[config.mk]
export PLATFORM = sky130hd
export DESIGN_NAME = rggen_apb_bridge_flat
export DESIGN_NICKNAME = d
export VERILOG_FILES = /design/src/rtl/rggen_rtl_pkg.sv /design/src/rtl/rggen_bus_if.sv /design/src/rtl/rggen_apb_bridge.sv /design/src/flat_wrapper.sv
export SDC_FILE = /design/constraint.sdc
export NUM_CORES = 1
export LEC_CHECK = 0
export BUFFER_PORTS_ARGS = -buffer_cell sky130_fd_sc_hd__buf_4
export CAP_MARGIN = 15
export CORE_MARGIN = 10
export CORE_UTILIZATION = 46
export CTS_CLUSTER_SIZE = 40
export DETAILED_ROUTE_END_ITERATION = 8
export PLACE_DENSITY = 0.91
export RECOVER_POWER = 50
export SYNTH_ARGS = -nofsm -noshare
export SYNTH_HDL_FRONTEND = slang
export SYNTH_SLANG_ARGS = --single-unit
[constraint.sdc]
create_clock -name clk -period 2.51 [get_ports clk]
set_input_delay 0.3765 -clock clk [delete_from_list [all_inputs] [get_ports clk]]
set_output_delay 0.3765 -clock clk [all_outputs]
set_load 0.01 [all_outputs]
[src/rtl/rggen_rtl_pkg.sv]
// Shared rggen types used by the bus adapters.
//   rggen_direction : transfer direction carried on rggen_bus_if
//   rggen_status    : response status returned on rggen_bus_if
//   RGGEN_APB_PPROT_DEFAULT : default PPROT value for the APB bridge
package rggen_rtl_pkg;

    typedef enum logic {
        RGGEN_READ  = 1'b0,
        RGGEN_WRITE = 1'b1
    } rggen_direction;

    typedef enum logic [1:0] {
        RGGEN_OKAY         = 2'b00,
        RGGEN_EXOKAY       = 2'b01,
        RGGEN_SLAVE_ERROR  = 2'b10,
        RGGEN_DECODE_ERROR = 2'b11
    } rggen_status;

    localparam logic [2:0] RGGEN_APB_PPROT_DEFAULT = 3'b000;

endpackage

[src/rtl/rggen_bus_if.sv]
// Generic rggen register bus.
//   master modport : drives request/address/direction/write_data/write_strobe,
//                    receives done/read_data/status
//   slave modport  : the mirror image
interface rggen_bus_if
    import rggen_rtl_pkg::*;
#(
    parameter int ADDRESS_WIDTH = 16,
    parameter int BUS_WIDTH     = 32
);

    logic                       request;
    logic [ADDRESS_WIDTH-1:0]   address;
    rggen_direction             direction;
    logic [BUS_WIDTH-1:0]       write_data;
    logic [BUS_WIDTH/8-1:0]     write_strobe;
    logic                       done;
    logic [BUS_WIDTH-1:0]       read_data;
    rggen_status                status;

    modport master (
        output request, address, direction, write_data, write_strobe,
        input  done, read_data, status
    );

    modport slave (
        input  request, address, direction, write_data, write_strobe,
        output done, read_data, status
    );

endinterface

[src/rtl/rggen_apb_bridge.sv]
// Converts one rggen_bus_if transaction into one APB4 transfer.
// Ports:
//   clk, rst_n        : clock, asynchronous active-low reset
//   bus_if (slave)    : request side from the external-register block
//   psel..pstrb       : APB4 master outputs, all derived from flops
//   pready/prdata/pslverr : APB4 slave response
//
// state  | meaning
// -------+--------------------------------------------------
// IDLE   | no transfer; APB outputs parked at zero
// SETUP  | psel=1, penable=0; request fields already latched
// ACCESS | psel=1, penable=1; held until pready
module rggen_apb_bridge
    import rggen_rtl_pkg::*;
#(
    parameter int         ADDRESS_WIDTH     = 16,
    parameter int         DATA_WIDTH        = 32,
    parameter int         APB_ADDRESS_WIDTH = 16,
    parameter logic [2:0] PPROT_VALUE       = RGGEN_APB_PPROT_DEFAULT
) (
    input  logic                         clk,
    input  logic                         rst_n,
    rggen_bus_if.slave                   bus_if,
    output logic                         psel,
    output logic                         penable,
    output logic [APB_ADDRESS_WIDTH-1:0] paddr,
    output logic [2:0]                   pprot,
    output logic                         pwrite,
    output logic [DATA_WIDTH-1:0]        pwdata,
    output logic [DATA_WIDTH/8-1:0]      pstrb,
    input  logic                         pready,
    input  logic [DATA_WIDTH-1:0]        prdata,
    input  logic                         pslverr
);

    if (!(DATA_WIDTH == 8 || DATA_WIDTH == 16 || DATA_WIDTH == 32)) begin : g_bad_data_width
        $error("rggen_apb_bridge: DATA_WIDTH must be 8, 16 or 32");
    end
    if (APB_ADDRESS_WIDTH < ADDRESS_WIDTH) begin : g_bad_addr_width
        $error("rggen_apb_bridge: APB_ADDRESS_WIDTH must be >= ADDRESS_WIDTH");
    end

    typedef enum logic [1:0] {
        IDLE   = 2'b00,
        SETUP  = 2'b01,
        ACCESS = 2'b10
    } state_e;

    state_e                      state_q,   state_d;
    logic [ADDRESS_WIDTH-1:0]    address_q, address_d;
    logic                        write_q,   write_d;
    logic [DATA_WIDTH-1:0]       wdata_q,   wdata_d;
    logic [DATA_WIDTH/8-1:0]     strobe_q,  strobe_d;

    logic active;
    logic done;

    always_ff @(posedge clk or negedge rst_n) begin
        if (!rst_n) begin
            state_q   <= IDLE;
            address_q <= '0;
            write_q   <= 1'b0;
            wdata_q   <= '0;
            strobe_q  <= '0;
        end else begin
            state_q   <= state_d;
            address_q <= address_d;
            write_q   <= write_d;
            wdata_q   <= wdata_d;
            strobe_q  <= strobe_d;
        end
    end

    // Request fields are captured only when leaving IDLE, so upstream may
    // drop or change them mid-transfer without disturbing the APB side.
    always_comb begin
        state_d   = state_q;
        address_d = address_q;
        write_d   = write_q;
        wdata_d   = wdata_q;
        strobe_d  = strobe_q;
        case (state_q)
            IDLE: begin
                if (bus_if.request) begin
                    state_d   = SETUP;
                    address_d = bus_if.address;
                    write_d   = (bus_if.direction == RGGEN_WRITE);
                    wdata_d   = bus_if.write_data;
                    strobe_d  = bus_if.write_strobe;
                end
            end
            SETUP:   state_d = ACCESS;
            ACCESS: begin
                if (pready) begin
                    state_d = IDLE;
                end
            end
            default: state_d = IDLE;
        endcase
    end

    assign active = (state_q != IDLE);
    assign done   = (state_q == ACCESS) && pready;

    // APB outputs decode only flops; reads force pwdata/pstrb to zero.
    assign psel    = active;
    assign penable = (state_q == ACCESS);
    assign paddr   = active ? APB_ADDRESS_WIDTH'(address_q) : '0;
    assign pprot   = PPROT_VALUE;
    assign pwrite  = active && write_q;
    assign pwdata  = (active && write_q) ? wdata_q  : '0;
    assign pstrb   = (active && write_q) ? strobe_q : '0;

    assign bus_if.done      = done;
    assign bus_if.read_data = (done && !write_q) ? prdata : '0;
    assign bus_if.status    = (done && pslverr) ? RGGEN_SLAVE_ERROR : RGGEN_OKAY;

endmodule

[src/flat_wrapper.sv]
// flat-port wrapper written by rule: the top's interface ports become plain ports
module rggen_apb_bridge_flat import rggen_rtl_pkg::*;
#(
    parameter int         ADDRESS_WIDTH     = 16,
    parameter int         DATA_WIDTH        = 32,
    parameter int         APB_ADDRESS_WIDTH = 16,
    parameter logic [2:0] PPROT_VALUE       = RGGEN_APB_PPROT_DEFAULT
)
  (clk, rst_n, psel, penable, paddr, pprot, pwrite, pwdata, pstrb, pready, prdata, pslverr, bus_if_request, bus_if_address, bus_if_direction, bus_if_write_data, bus_if_write_strobe, bus_if_done, bus_if_read_data, bus_if_status);
  rggen_bus_if #(.ADDRESS_WIDTH(ADDRESS_WIDTH), .BUS_WIDTH(32)) bus_if_i ();
  input  logic clk;
  input  logic rst_n;
  output logic psel;
  output logic penable;
  output logic [APB_ADDRESS_WIDTH-1:0] paddr;
  output logic [2:0] pprot;
  output logic pwrite;
  output logic [DATA_WIDTH-1:0] pwdata;
  output logic [DATA_WIDTH/8-1:0] pstrb;
  input  logic pready;
  input  logic [DATA_WIDTH-1:0] prdata;
  input  logic pslverr;
  input wire logic [$bits(bus_if_i.request)-1:0] bus_if_request;
  input wire logic [$bits(bus_if_i.address)-1:0] bus_if_address;
  input wire logic [$bits(bus_if_i.direction)-1:0] bus_if_direction;
  input wire logic [$bits(bus_if_i.write_data)-1:0] bus_if_write_data;
  input wire logic [$bits(bus_if_i.write_strobe)-1:0] bus_if_write_strobe;
  output wire logic [$bits(bus_if_i.done)-1:0] bus_if_done;
  output wire logic [$bits(bus_if_i.read_data)-1:0] bus_if_read_data;
  output wire logic [$bits(bus_if_i.status)-1:0] bus_if_status;
  assign bus_if_i.request = bus_if_request;
  assign bus_if_i.address = bus_if_address;
  assign bus_if_i.direction = bus_if_direction;
  assign bus_if_i.write_data = bus_if_write_data;
  assign bus_if_i.write_strobe = bus_if_write_strobe;
  assign bus_if_done = bus_if_i.done;
  assign bus_if_read_data = bus_if_i.read_data;
  assign bus_if_status = bus_if_i.status;
  rggen_apb_bridge #(.ADDRESS_WIDTH(ADDRESS_WIDTH), .DATA_WIDTH(DATA_WIDTH), .APB_ADDRESS_WIDTH(APB_ADDRESS_WIDTH), .PPROT_VALUE(PPROT_VALUE)) u_core (.clk(clk), .rst_n(rst_n), .bus_if(bus_if_i), .psel(psel), .penable(penable), .paddr(paddr), .pprot(pprot), .pwrite(pwrite), .pwdata(pwdata), .pstrb(pstrb), .pready(pready), .prdata(prdata), .pslverr(pslverr));
endmodule
==> results of run 1 <==
cell families (layout without fill, tap and decap cells):
kind of cell	count (synthesis)	in the layout	share of synthesized area, %
compound gates	1	1	0.256
buf+inv	18	192	5.93
flops	55	55	46.9
mux	54	54	27.0
other cells	1	4	0.128
simple gates	91	91	19.8
cell type report:
class,count,area (um^2)
multi-input combinational,150,1250
clock buffer,6,72.6
fill,493,2050
timing repair buffer,183,1370
inverter,1,3.75
tap,77,96.3
sequential,55,1380
clock inverter,2,60.1
power groups by stage:
stage | clock network [mW] | registers [mW] | logic (mW)
after global placement | 0 | 1.57 | 2.48
after floorplan | 0 | 1.50 | 1.66
after CTS | 0.688 | 1.59 | 2.56
after detailed placement | 0 | 1.60 | 2.55
after global routing | 0.718 | 1.62 | 2.36
final | 0.665 | 1.56 | 2.18
worst max path at each step:
| stage | start | endpoint | slack [ns] | cells after the start |
|---|---|---|---|---|
| 2_1_floorplan | u_core.state_q[0] | bus_if_read_data[10] | 1.0 | 3 |
| 3_3_place_gp | u_core.state_q[0] | bus_if_read_data[10] | 0.78 | 3 |
| 3_5_place_dp | u_core.state_q[0] | bus_if_read_data[10] | 0.73 | 3 |
| 4_1_cts | u_core.state_q[0] | bus_if_read_data[10] | 0.39 | 3 |
| 5_1_grt | u_core.state_q[0] | bus_if_read_data[10] | 0.33 | 3 |
| 6_report | u_core.state_q[0] | bus_if_read_data[10] | 0.45 | 3 |
per-layer routing:
metal	part of all wire, %	GRT usage [%]	wire length, um
met1	33	16.0	2830
met5	0	0	0
met3	14	9.13	1200
met4	1.6	5.07	136
met2	52	29.7	4520
synth_stat cells, types with 2 or more instances:
cell type                   n  area (um^2)
sky130_fd_sc_hd__mux2_2     5         56.3
sky130_fd_sc_hd__dfrtp_1   55         1380
sky130_fd_sc_hd__buf_12     5          100
sky130_fd_sc_hd__clkbuf_1   5         18.8
sky130_fd_sc_hd__mux2_4    49          736
sky130_fd_sc_hd__and2_1    69          432
sky130_fd_sc_hd__nor2b_1   16          100
sky130_fd_sc_hd__buf_4      4         30.0
sky130_fd_sc_hd__nor2_1     2         7.51
registers in the layout (all words and copies together) (netlist names):
name,count
u_core.address_q,16
u_core.strobe_q,4
u_core.write_q,1
u_core.wdata_q,32
u_core.state_q,2
metrics by stage:
| stage | setup WS, ns | power (mW) | hold WS (ns) |
|---|---|---|---|
| 2_1_floorplan | 0.997 | 3.16 | 0.0809 |
| 3_3_place_gp | 0.781 | 4.05 | 0.462 |
| 3_5_place_dp | 0.729 | 4.15 | 0.462 |
| 4_1_cts | 0.388 | 4.84 | 0.130 |
| 5_1_grt | 0.335 | 4.70 | 0.277 |
| 6_report | 0.447 | 4.40 | 0.290 |
==> implementation parameters, run 1 <==
Parameter                              Value

Synthesis
  Warnings, synthesis    0
  Yosys reg bits    55
  Average footprint of a synthesized cell    13.3 um^2
  Share of synthesized flip-flops with an asynchronous set or reset    100%
  EDFF count, synth    0
  Instance count of the mapped netlist    220
  Leading register cell type out of synthesis    sky130_fd_sc_hd__dfrtp_1
  Count of distinct cell types in the synthesized netlist    19
  Sequential-to-total area share from yosys stat    46.9%
  Combined area of all synthesized cells    2930 um^2

Detailed routing
  Via count of the routed design    2251
  First-pass detailed-route iteration total    4
  Via density    4.75
  Average detailed-routed wire length per instance    18.3 um
  DR DRC count    0
  Routed wire length    8.68 mm
  Iter 0 DRT Violations    40
  Final antenna-violating net count    0

Layout
  Area growth from synthesis to layout    44.1%
  Most frequent standard cell in the layout excluding fill and tap cells    sky130_fd_sc_hd__buf_4
  Final std cells w/o fill    474
  Post-route cell area    4230 um^2
  Layout net count    486
  Proportion of layout cells with a drive suffix above 1    52.4%
  Count of inserted antenna diode cells    0
  Commonest cells after routing, fill and taps aside    sky130_fd_sc_hd__buf_4 (180), sky130_fd_sc_hd__and2_1 (69), sky130_fd_sc_hd__dfrtp_1 (55)
  End-of-flow core utilization    67.3%

STA
  Unrepaired setup endpoints after global routing    false
  Share of the clock period used by the worst path    82.2%
  Setup violators final    0
  Min Tclk post-route    2.06 ns
  Final Hold Fails    0
  Final clock skew    0.00355 ns
  Max Slew Vio Count    0
  F_max    0.485 GHz
  Total Neg Setup Slack    0 ns
  Least-Margin Pin Slew    1.31 ns
  Worst rel slew slack    12.4%

Setup path
  Launch point of the worst reg-to-reg path    u_core.state_q[1]
  Critical path, cell by cell    and4bb_2 > and2_1 > buf_4
  Depth of the most critical reg-to-reg path    3
  Family of cells with the greatest summed delay on the critical path    simple AND/OR/NAND/NOR gates
  Reg-to-reg slack, setup    0.62 ns
  Data arrival at the endpoint of the critical path    1.69 ns
  Critical Setup Path Class    flop to output port
  CP Launch Type    flop
  Stage delay of the slowest cell on the critical path    0.61 ns
  Total buffers and inverters traversed by the critical path    1
  Data required time of the critical path    2.13 ns
  Type of element capturing the critical path    output port
  R2r endpoint    u_core.wdata_q[1]
  Standard cell with the maximum stage delay on the critical path    sky130_fd_sc_hd__and4bb_2
  Maximum fanout count along the critical path    32

Clocking
  Clock root buffer    sky130_fd_sc_hd__clkbuf_8
  Post-CTS Hold Fix Bufs    0
  Reg clk slew, reported paths    0.09 ns
  Clock tree from TritonCTS    built
  Clock insertion delay at the later pin of the skew report    0.29 ns
  Count of cells resized by post-cts repair    0
  Depth of the CTS H-tree    2
  Deepest clock path buffer count    2
  Clock sink count    55
  Clock buffers created by TritonCTS    5
  Post-CTS repair timing setup buffer count    0

GRT
  Leftover overflow at the end of global routing    0
  Antenna violations before repair    0
  Aggregate global-route resource usage    16.7%
  Global-route wire length before repair    13.4 mm
  Pin count of the biggest net entering global routing    56
  Vias in the first global route    2539

Hold path
  Number of cells traversed by the worst hold path    2
  Hold WC Path Type    input pin to flop
  Capture endpoint of the worst hold path    u_core.wdata_q[9]
  Hold wc startpoint    bus_if_write_data[9]

Die
  Number of I/O pins    183
  Row count    29
  Die span in x    99.8 um
  Height of the die    99.8 um
  Overall die area    9970 um^2
  Initial standard-cell utilization of the core    46.7%
  Total core area    6280 um^2

Run
  Max-Cap Viols    0

Power
  Share of total power in sequential cells    35.4%
  Leakage component of the power    2.16 nW
  NetSw    1.44 mW
  Total power per unit cell area    1040 nW/um^2
  Worst IR Drop VDD    0.000566 V
  Internal power contribution    2.97 mW
  Clock power frac    15.1%
  Switching share of power    32.7%
  Fraction of power consumed by combinational cells    49.5%

Placed design
  GPL Wtd Cong    0.777
  Detailed placement HPWL    7.25 mm
  Count of buffers from port buffering    178
  Cell area reported after detailed placement    4260 um^2
  Cell count after placement    466

Run status
  Status    complete, no violations
Note: power is estimated with default switching activity, not from simulation.
==> run 2, diff against run 1 <==
CORE_UTILIZATION = 43   (was 46)
PLACE_DENSITY = 0.86   (was 0.91)
clock period = 1.98 ns   (was 2.51 ns; I/O delays follow)
==> run 2 against run 1 <==
Against the previous run:
- final cell count grew 0.84%
- core utilization down 3.4 points
- critical endpoint is now bus_if_read_data[26]
- critical path type unchanged
- count of clock-buffer cells in the layout did not move
==> implementation parameters, run 2 (synthesis results as in run 1) <==
Parameter                              Value

Power
  Leakage component of the power    2.18 nW
  Worst IR Drop VDD    0.000463 V
  Total power per unit cell area    1320 nW/um^2

Layout
  Register ranked first by flip-flop count    u_core.wdata_q
  Layout net count    487
  Area growth from synthesis to layout    46.5%
  Proportion of layout cells with a drive suffix above 1    53.0%
  Max FFs per register    32
  Largest registers ranked by flip-flop count    u_core.wdata_q (32), u_core.address_q (16), u_core.strobe_q (4)
  Most frequent standard cell in the layout excluding fill and tap cells    sky130_fd_sc_hd__buf_4
  Count of inserted antenna diode cells    0
  Commonest cells after routing, fill and taps aside    sky130_fd_sc_hd__buf_4 (179), sky130_fd_sc_hd__and2_1 (68), sky130_fd_sc_hd__dfrtp_1 (55)

STA
  Setup violators final    0
  Final Hold Fails    0
  Total Neg Setup Slack    0 ns
  Unrepaired setup endpoints after global routing    false
  F_max    0.540 GHz
  Final clock skew    0.0113 ns
  Least-Margin Pin Slew    1.33 ns
  Max Slew Vio Count    0
  Share of the clock period used by the worst path    93.6%
  Min Tclk post-route    1.85 ns
  Worst rel slew slack    11.0%
  Hold slack    0.201 ns

Clocking
  Clock buffers created by TritonCTS    5
  Deepest clock path buffer count    2
  Post-CTS repair timing setup buffer count    0
  Clock sink count    55
  Reg clk slew, reported paths    0.10 ns
  Clock tree from TritonCTS    built
  Clock insertion delay at the later pin of the skew report    0.30 ns
  Clock root buffer    sky130_fd_sc_hd__clkbuf_8
  Depth of the CTS H-tree    2

Die
  Total core area    6720 um^2
  Height of the die    103 um
  Die span in x    103 um
  Overall die area    10500 um^2
  Number of I/O pins    183
  Row count    30
  Initial standard-cell utilization of the core    43.6%

Setup path
  Data arrival at the endpoint of the critical path    1.56 ns
  Critical path, cell by cell    and4bb_4 > and2_1 > buf_4
  Total buffers and inverters traversed by the critical path    1
  Maximum fanout count along the critical path    16
  Critical Setup Path Class    flop to output port
  Type of element capturing the critical path    output port
  Family of cells with the greatest summed delay on the critical path    simple AND/OR/NAND/NOR gates
  Standard cell with the maximum stage delay on the critical path    sky130_fd_sc_hd__dfrtp_1
  Stage delay of the slowest cell on the critical path    0.50 ns
  Data required time of the critical path    1.68 ns
  Reg-to-reg slack, setup    0.23 ns
  CP Launch Type    flop

GRT
  Leftover overflow at the end of global routing    0
  Aggregate global-route resource usage    16.2%
  Pin count of the biggest net entering global routing    56
  Global-route wire length before repair    13.2 mm
  Vias in the first global route    2562
  Antenna violations before repair    0

Detailed routing
  DR DRC count    0
  Via density    4.72
  Via count of the routed design    2256
  First-pass detailed-route iteration total    4
  Routed wire length    8.79 mm
  Iter 0 DRT Violations    29
  Average detailed-routed wire length per instance    18.4 um
  Final antenna-violating net count    0

Placed design
  Detailed placement HPWL    7.12 mm
  Count of buffers from port buffering    178
  GPL Wtd Cong    0.737

Hold path
  Hold WC Path Type    input pin to flop

Run status
  Status    complete, no violations

Run
  Max-Cap Viols    0
-- run 2: final cells by class --
cell class,count,area [um^2]
Clock inverter,2,60.1
Tap cell,80,100
Timing Repair Buffer,183,1390
Sequential cell,55,1380
Fill cell,563,2420
Clock buffer,6,72.6
Multi-Input combinational cell,151,1290
Inverter,1,3.75
-- run 2: path summary, 6_finish.rpt --
| kind | start | end | depth (start not counted) |
|---|---|---|---|
| max in group asynchronous | rst_n | u_core.wdata_q[20] | 1 |
| setup reg to reg | u_core.state_q[1] | u_core.wdata_q[18] | 3 |
| hold / removal | bus_if_write_data[1] | u_core.wdata_q[1] | 2 |
| min in group asynchronous | rst_n | u_core.address_q[10] | 1 |
| setup / recovery | u_core.state_q[0] | bus_if_read_data[26] | 3 |
| hold reg to reg | u_core.wdata_q[8] | u_core.wdata_q[8] | 1 |
-- run 2: per-stage QoR --
stage                     area [um^2]  std cells  worst slack, ns  power (mW)  utilization [%]
after detailed placement         4280        469           0.0319        5.26             63.7
final                            4300        478            0.128        5.67             63.9
after global routing             4300        478           0.0229        6.08             63.9
after CTS                        4420        477          0.00437        6.14             65.7
after global placement           4280        469            0.138        5.16             63.7
after floorplan                  2940        223            0.547        4.00                -
-- run 2: power by group --
part | total [mW] | internal [mW] | leakage, nW | switching (mW)
Sequential | 2.01 | 1.69 | 0.643 | 0.318
Combinational | 2.81 | 1.62 | 1.47 | 1.19
Clock | 0.856 | 0.505 | 0.0654 | 0.351
Total | 5.67 | 3.82 | 2.18 | 1.86
-- run 2: routing by layer --
layer | vias to the layer above | track usage [%] | routed length [um]
met5 | - | 0 | 0
met4 | 0 | 6.18 | 181
met3 | 10 | 9.45 | 1310
met2 | 128 | 28.0 | 4390
met1 | 1061 | 15.5 | 2900
li1 | 1057 | - | -
-- run 2: repair_timing --
| action | 4_1_cts | 5_1_grt |
|---|---|---|
| endpoints found under the setup margin | 69 | 68 |
| cloned | 0 | 1 |
| gates resized for setup | 2 | 2 |
| pin swaps | 0 | 1 |
| hold buffers | 0 | 0 |
==> run 3, diff against run 2 <==
GPL_TIMING_DRIVEN = 0   (was default)
==> run 3 against run 2 <==
Against the previous run:
- count of clock-buffer cells in the layout is 1 lower
- critical path depth up 1
- sequential power is essentially flat
- global-route usage up 0.63 points
- routed wire length up 2.9%
- worst hold slack better by 0.0025 ns
- core utilization up 1.9 points
- via count rose by 1.2%
- fmax decreased by 3.0%
- combinational power rose by 7.5%
- highest routed layer unchanged
- final cell count is 2.5% higher
==> implementation parameters, run 3 (synthesis results as in run 1) <==
Parameter                              Value

Clocking
  Clock tree from TritonCTS    built
  Post-CTS Hold Fix Bufs    0
  Reg clk slew, reported paths    0.10 ns
  Depth of the CTS H-tree    2
  Clock insertion delay at the later pin of the skew report    0.30 ns
  Clock sink count    55
  Clock buffers created by TritonCTS    5
  Clock root buffer    sky130_fd_sc_hd__clkbuf_8
  Deepest clock path buffer count    2

GRT
  Met1 capacity usage during global routing    15.1%
  Global-route wire length before repair    13.6 mm
  Aggregate global-route resource usage    16.8%
  Antenna violations before repair    0
  GR peak layer    met2
  Global routing met2 resource utilization    31.4%
  Pin count of the biggest net entering global routing    56
  Vias in the first global route    2619
  Met3 Usage GRT    9.58%
  Leftover overflow at the end of global routing    0

Layout
  Count of inserted antenna diode cells    0
  Max FFs per register    32
  Proportion of layout cells with a drive suffix above 1    56.6%
  Largest registers ranked by flip-flop count    u_core.wdata_q (32), u_core.address_q (16), u_core.strobe_q (4)
  Multi-input gate area in the final layout    1310 um^2
  Most frequent standard cell in the layout excluding fill and tap cells    sky130_fd_sc_hd__buf_4
  Area growth from synthesis to layout    50.8%
  Layout fillers    528
  Register ranked first by flip-flop count    u_core.wdata_q
  Commonest cells after routing, fill and taps aside    sky130_fd_sc_hd__buf_4 (175), sky130_fd_sc_hd__and2_1 (69), sky130_fd_sc_hd__dfrtp_1 (53)
  Reg area    1380 um^2
  Layout net count    499

STA
  Total Neg Setup Slack    0 ns
  F_max    0.524 GHz
  Hold slack    0.204 ns
  Share of the clock period used by the worst path    96.4%
  Final Hold Fails    0
  Worst rel slew slack    8.40%
  Least-Margin Pin Slew    1.37 ns
  Setup violators final    0
  Final clock skew    0.00557 ns
  Unrepaired setup endpoints after global routing    false
  Min Tclk post-route    1.91 ns
  Max Slew Vio Count    0

Placed design
  Detailed placement HPWL    7.58 mm
  Count of buffers from port buffering    178
  GPL Wtd Cong    0.811

Setup path
  Data required time of the critical path    1.68 ns
  Type of element capturing the critical path    output port
  Critical Setup Path Class    flop to output port
  CP Launch Type    flop
  Maximum fanout count along the critical path    10
  Data arrival at the endpoint of the critical path    1.61 ns

Detailed routing
  Routed wire length    9.04 mm
  Iter 0 DRT Violations    15
  DR DRC count    0
  First-pass detailed-route iteration total    3
  Average detailed-routed wire length per instance    18.5 um
  Final antenna-violating net count    0
  Via count of the routed design    2284
  Via density    4.66

Die
  Total core area    6720 um^2
  Initial standard-cell utilization of the core    43.6%
  Height of the die    103 um
  Number of I/O pins    183
  Die span in x    103 um
  Overall die area    10500 um^2
  Row count    30

Hold path
  Hold WC Path Type    input pin to flop

Power
  Leakage component of the power    2.26 nW
  Total power per unit cell area    1330 nW/um^2
  Worst IR Drop VDD    0.000444 V
  PnR Total Power    5.89 mW

Run status
  Status    complete, no violations

Run
  Max-Cap Viols    0
[run 3: cell types whose count changed in the layout (fill, tap and decap cells not counted), sizes merged]
cell and change:
clkinvlp +1, clkbuf +11, buf +1, and4bb -1
[run 3: worst paths after layout]
kind / startpoint / to / slack [ns] / cells past startpoint
worst max-delay path: u_core.state_q[0] / bus_if_read_data[26] / 0.07 / 4
worst min-delay path: bus_if_write_strobe[2] / u_core.strobe_q[2] / 0.20 / 2
worst max register to register: u_core.state_q[0] / u_core.wdata_q[24] / 0.14 / 5
worst min register to register: u_core.address_q[13] / u_core.address_q[13] / 0.49 / 1
max in group asynchronous: rst_n / u_core.state_q[0] / 0.77 / 1
min in group asynchronous: rst_n / u_core.address_q[10] / 0.29 / 1
[run 3: routing by layer]
layer  wire length (um)  vias to the layer above  part of all wire [%]
met5                  0                        -                     0
met4                112                        0                   1.2
met3               1320                        8                    15
met2               4780                      122                    53
met1               2830                     1071                    31
li1                   -                     1083                     -
[run 3: repair_timing]
item | CTS | global route
pin swaps | 0 | 1
endpoints found under the setup margin | 60 | 51
gates resized for setup | 8 | 9
buffers inserted | 0 | 1
[run 3: through the flow]
| stage | setup slack, ns | std cells | util [%] | cell area (um^2) |
|---|---|---|---|---|
| 6_report | 0.0713 | 490 | 65.8 | 4420 |
| 5_1_grt | 0.00723 | 490 | 65.8 | 4420 |
| 4_1_cts | 0.00103 | 489 | 67.4 | 4530 |
| 3_5_place_dp | 0.215 | 481 | 65.2 | 4380 |
| 3_3_place_gp | 0.256 | 481 | 65.2 | 4380 |
| 2_1_floorplan | 0.547 | 223 | - | 2940 |
[run 3: critical path, cell delays in order, from the launching register on]
cell	delay (ns)
sky130_fd_sc_hd__dfrtp_2	0.47
sky130_fd_sc_hd__and4bb_4	0.37
sky130_fd_sc_hd__buf_2	0.18
sky130_fd_sc_hd__and2_1	0.15
sky130_fd_sc_hd__buf_4	0.13
[run 3: power breakdown]
part	total (mW)	switching [mW]	internal [mW]	leakage (nW)
registers	2.00	0.308	1.69	0.641
clock network	0.870	0.366	0.504	0.0644
logic	3.02	1.25	1.76	1.56
[run 3: area by class of cell]
| type | count | area share, % |
|---|---|---|
| clock buffers | 5 | 1.56 |
| well taps | 80 | 2.26 |
| plain buffers | 17 | 3.96 |
| repair buffers | 179 | 29.7 |
| inverters | 1 | 0.0849 |
| multi-input cells | 150 | 29.7 |
| flip-flops and latches | 55 | 31.2 |
| clock inverters | 3 | 1.53 |
